**src/rtl/wb_regfile.sv**
```systemverilog
// Writeback select plus 2^AW x DW register file (R0 hardwired to zero), commit record and retire counter.
// Optional write-through read bypass enabled by defining WB_BYPASS_EN.
module wb_regfile #(
  parameter int DW = 8,
  parameter int AW = 3,
  parameter int CW = 16
) (
  input  logic          clk2,
  input  logic          reset,
  input  logic [DW-1:0] alu_in,
  input  logic [DW-1:0] mem_in,
  input  logic          MemToRegmux,
  input  logic          RegWrite,
  input  logic [AW-1:0] regwradd,
  input  logic [AW-1:0] rs1_add,
  input  logic [AW-1:0] rs2_add,
  output logic [DW-1:0] rs1_data,
  output logic [DW-1:0] rs2_data,
  output logic [DW-1:0] wb_data,
  output logic          wb_valid_q,
  output logic [AW-1:0] wb_add_q,
  output logic [DW-1:0] wb_data_q,
  output logic [CW-1:0] retire_cnt
);
  localparam int NREG = 1 << AW;

  logic [DW-1:0] regs [NREG];
  logic          commit_p0;
  logic          vld_p1;
  logic [AW-1:0] add_p1;
  logic [DW-1:0] data_p1;
  logic [CW-1:0] cnt_p1;

  function automatic logic [CW-1:0] sat_inc(input logic [CW-1:0] v);
    return (v == '1) ? v : v + CW'(1);
  endfunction

  assign wb_data   = MemToRegmux ? mem_in : alu_in;
  assign commit_p0 = RegWrite && (regwradd != '0) && !reset;

  always_comb begin
    rs1_data = (rs1_add == '0) ? '0 : regs[rs1_add];
    rs2_data = (rs2_add == '0) ? '0 : regs[rs2_add];
`ifdef WB_BYPASS_EN
    if (commit_p0 && (rs1_add == regwradd)) rs1_data = wb_data;
    if (commit_p0 && (rs2_add == regwradd)) rs2_data = wb_data;
`endif
  end

  // p0 -> p1: register file write, commit record, retire counter
  always_ff @(posedge clk2) begin
    if (reset) begin
      for (int i = 0; i < NREG; i++) regs[i] <= '0;
      vld_p1  <= 1'b0;
      add_p1  <= '0;
      data_p1 <= '0;
      cnt_p1  <= '0;
    end else begin
      vld_p1 <= commit_p0;
      if (commit_p0) begin
        regs[regwradd] <= wb_data;
        add_p1         <= regwradd;
        data_p1        <= wb_data;
        cnt_p1         <= sat_inc(cnt_p1);
      end
    end
  end

  assign wb_valid_q = vld_p1;
  assign wb_add_q   = add_p1;
  assign wb_data_q  = data_p1;
  assign retire_cnt = cnt_p1;
endmodule

```
**config.mk**
```make
export PLATFORM = sky130hd
export DESIGN_NAME = wb_regfile
export DESIGN_NICKNAME = d
export VERILOG_FILES = /design/src/rtl/wb_regfile.sv
export SDC_FILE = /design/constraint.sdc
export NUM_CORES = 1
export LEC_CHECK = 0
export CORE_MARGIN = 3
export CORE_UTILIZATION = 48
export CTS_CLUSTER_DIAMETER = 80
export DETAILED_ROUTE_END_ITERATION = 8
export PLACE_DENSITY = 0.76
export SLEW_MARGIN = 20
export SYNTH_ARGS = -nofsm -noshare
export SYNTH_HDL_FRONTEND = slang
export SYNTH_SLANG_ARGS = --single-unit
```
**constraint.sdc**
```tcl
create_clock -name clk2 -period 2.8 [get_ports clk2]
set_clock_uncertainty 0.05 [all_clocks]
set_input_delay 0.56 -clock clk2 [delete_from_list [all_inputs] [get_ports clk2]]
set_output_delay 0.56 -clock clk2 [all_outputs]
set_load 0.02 [all_outputs]
```
==> results <==
- The global placement routability congestion is 0.897.
- The final critical delay including setup and external delays is between 2 and 3 ns.
- The path class of the tightest hold or removal check is register to register.
- The flow ran to the end, and the final reports show no timing, DRC or antenna violations.
- The area enclosed by the die boundary is 11200 sq um.
- The max-slew violation count is 0.
- In this run the power density over the cells is 478 nW/um^2.
- The repair_antennas step left the layout with diodes totalling 0.
- The max-cap violation count is 0.
- In the global route stage, met1 resource usage came out at 0.301.
- TritonCTS built the clock tree.
- At the pin with the least slew margin, the transition time is 0.601 ns.
- Data on the critical path arrives at its endpoint at 2.14 ns.
- The maximum buffer depth of the clock tree is 2.
- The share of the synthesized area in the top cell type is 0.400.
- The vertical die dimension is roughly 110 um.
- The clock-pin slew on the worst setup and hold paths is approximately 0.090 ns.
- For this run, design rule violations remaining after detail routing come to 0.
- The overall die width is between 100 and 150 um.
- The share of total power dissipated in sequential elements is 0.537.
- Broken down by cell family, the worst path's largest delay share belongs to buffers and inverters.
- Once detail routing completed, the nets flagged for antenna violations numbered 0.
- The largest vdd supply drop is between 200 and 300 uV.
- The clock root buffer is clkbuf_8.
- The design internal power is 2.13 mW.
- The met3 demand-to-capacity share in global routing is 0.0407.
- The category of the worst setup path capture point is a primary output.
- The portion of total power attributed to combinational logic is 0.194.
- The critical path contains buffers and inverters numbering 3 combined.
- The setup-violating endpoint count in the final report is 0.
- In the finished design, the share of the clock period the worst path needs comes to 0.981.
- The average routed wire per standard cell is 19.0 um.
- Clock latency on the worst-skew pair, taken at its later pin, is ~0.35 ns.
- The global routing usage summed across all routing layers is 0.237.
- The sequential fraction of the synthesis area is 0.517.
- The initial cell density of the core is 0.508.
- The element type at the critical path start is a primary input.
- The number of synthesized register bits is 92.
- The met2 usage in global routing is 0.400.
- The most utilized layer in the global route result is met2.
- The via count is 4072.
- Of all nets on the critical path, the largest fanout is 17.
- CTS built an H-tree with a depth of 3.
- Compared with the post-synthesis result, the final layout area differs by 28.5%.
- The share of flip-flops with an asynchronous set or reset after synthesis is 0.
- The number of placement rows is 35.
- The violation count after the first detailed-route iteration is between 300 and 400.
- The count of input and output buffers is 80.
- Before antenna repair, the detailed router went through 5 iterations.
- The critical path's slowest cell is clkdlybuf4s50_1.
- After the last flow step, the layout net total stands at 590.
- The number of enable-type register cells in the synthesized netlist is 64.
- Setup slack closes at roughly 0.052 ns.
- The synthesized netlist occupies a cell area of between 4000 and 5000 sq um.
- The number of hold buffers added after CTS is 0.
- The global-route wire length before repair is 20.8 mm.
- edfxtp_1 takes more of the synthesized area than any other cell.
- The number of hold violations in the final report came to 0.
- The cell count after synthesis is 450.
- The overall overflow remaining after global route is 0.
- The worst setup slack before clock tree synthesis is -0.502 ns.
- Averaged over all synthesized cells, the footprint is 10.7 sq um.
- For the worst setup path, the data required time is 2.19 ns.
- Using the TritonRoute via totals, the vias-per-cell ratio works out to 5.87.
- Synthesis instantiated 48 different standard cells from the library.
- The finished cells cover 6170 sq um.
- For the final routed database, the setup TNS stands at 0 ns.
- Ranked by total cell area, the synthesized netlist is headed by edfxtp_1 40%, dfxtp_1 12%, mux4_2 7.5%, nor2_1 6.8%, mux2i_1 5.0%.
- The number of antenna violations at the first check in global routing was 0.
- The switching power as a share of total power is 0.280.
- The total routed wirelength is 13.2 mm.
- Setup repair after global routing left no endpoint under its margin.
- The via count of the first global-routing pass is 3986.
- The longest individual stage delay on the worst path is 0.50 ns.
- The post-placement cell area is 6000 sq um.
- The clock network fraction of total power is 0.268.
- The classification of the worst setup path is primary input to primary output.
- The area inside the core boundary is 9460 sq um.
- The maximum frequency from static timing analysis is between 0.3 and 0.4 GHz.
- The critical path goes through clkdlybuf4s50_1, buf_12, or2_2, o21ai_0, a221oi_1, buf_4.
- Once layout is complete, the utilization of the core stands at 0.653.
- In the synthesized netlist the dominant register cell turns out to be edfxtp_1.
- The fraction of final layout cells with drive strength greater than 1 is 0.196.
- In this run the post-CTS setup repair buffer count came out at 0.
- The number of buffers added by the clock tree synthesis step is 9.
- During synthesis, Yosys emitted a total of 0 warnings.
- Headroom to the max-slew limit came out at 0.599.
- The leakage component of the power is 2.38 nW.
- The switching component of the power is 825 uW.
- Once detailed placement completed, the half-perimeter wirelength came to 10.2 mm.
- The largest net degree at the start of global routing is 21.
- During I/O placement, the number of pins put on the boundary was 81.
- The sink count of the clock tree is between 90 and 100.
-- cells in the mapped netlist (2+ instances only) --
master    count
buf_6         2
o311ai_0      5
a221oi_1     17
or3_1         4
edfxtp_1     64
nor2_1       87
or2_2         3
buf_2         7
nand2_1      37
mux4_2       16
and3_1        3
and4_1        3
nand3_1       6
nor2b_1      20
o41ai_1       4
mux2_2        2
mux2i_1      24
dfxtp_1      28
inv_1        12
a21oi_1       9
buf_4         4
a211oi_1      8
a22oi_1       3
nand4_1       4
o31ai_1       3
o21ai_0      36
or4_1         4
clkbuf_1     15
-- worst paths after layout --
kind | start | endpoint | slack, ns | cells after the start
setup / recovery | rs2_add[1] | rs2_data[3] | 0.05 | 6
hold / removal | wb_data_q[0] | wb_data_q[0] | 0.45 | 2
setup reg to reg | retire_cnt[0] | retire_cnt[12] | 0.89 | 5
hold reg to reg | wb_data_q[0] | wb_data_q[0] | 0.45 | 2
-- power groups by stage --
| stage | Sequential (mW) | Combinational [mW] | Clock [mW] |
|---|---|---|---|
| finish | 1.58 | 0.574 | 0.791 |
| global route | 1.59 | 0.616 | 0.868 |
| CTS | 1.58 | 0.562 | 0.809 |
| detailed placement | 1.61 | 0.588 | 0 |
| global placement | 1.61 | 0.581 | 0 |
| floorplan | 1.60 | 0.304 | 0 |
-- repair_timing --
| action | in CTS | in global routing |
|---|---|---|
| gates resized for setup | 85 | 19 |
| setup endpoints to repair | 16 | 13 |
| pin swaps | 0 | 1 |
| cloned | 0 | 1 |
-- flip-flops by register name, indices dropped and copies added (netlist names) --
register    flops
retire_cnt     16
wb_valid_q      1
wb_add_q        3
wb_data_q       8
regs           64
-- layer usage --
layer / wire length, um / up-vias
li1: - / 1883
met1: 5400 / 1980
met2: 6610 / 174
met3: 800 / 35
met4: 380 / 0
met5: 0 / -
-- cell usage in the layout (no fill, tap or decap), types with 8 or more instances in the layout --
cell / netlist / layout
mux2i_1: 24 / 24
buf_4: 4 / 37
a211oi_1: 8 / 8
dfxtp_1: 28 / 28
a21oi_1: 9 / 8
a221oi_1: 17 / 15
edfxtp_1: 64 / 64
nor2b_1: 20 / 20
mux4_2: 16 / 16
inv_1: 12 / 12
buf_2: 7 / 13
o21ai_1: 0 / 8
clkbuf_8: 0 / 9
nor2_1: 87 / 81
conb_1: 1 / 8
nand2_1: 37 / 37
o21ai_0: 36 / 28
clkdlybuf4s50_1: 0 / 60
-- stage by stage --
step / cells / hold slack (ns) / total power, mW
4_1_cts: 693 / 0.457 / 2.95
3_3_place_gp: 677 / 0.435 / 2.19
3_5_place_dp: 677 / 0.442 / 2.20
2_1_floorplan: 457 / 0.520 / 1.91
5_1_grt: 694 / 0.485 / 3.08
6_report: 694 / 0.454 / 2.95
-- worst reg2reg max path, cell delays in order (launching register included) --
cell and delay, ns:
dfxtp_1 0.41, ha_1 0.24, and3_1 0.26, nand3_2 0.22, or4_1 0.52, a21oi_1 0.15
-- logic make-up (layout without fill, tap and decap cells) --
kind of cell | count (synthesis) | in the layout | share of synthesized area
muxes | 42 | 42 | 0.130
adders and majority gates | 1 | 1 | 0.00261
and+or+nand+nor | 186 | 186 | 0.190
buffers and inverters | 41 | 149 | 0.0401
DFF | 92 | 92 | 0.517
other | 1 | 8 | 0.000781
AOI/OAI and AO/OA | 87 | 87 | 0.120
-- layout make-up --
| class | instances | area [sq um] |
|---|---|---|
| Inverter | 13 | 48.8 |
| Timing Repair Buffer | 120 | 1120 |
| Tap cell | 129 | 161 |
| Clock buffer | 10 | 128 |
| Clock inverter | 6 | 48.8 |
| Sequential cell | 92 | 2480 |
| Fill cell | 757 | 3290 |
| Multi-Input combinational cell | 324 | 2180 |
(Power assumes the default switching activity.)
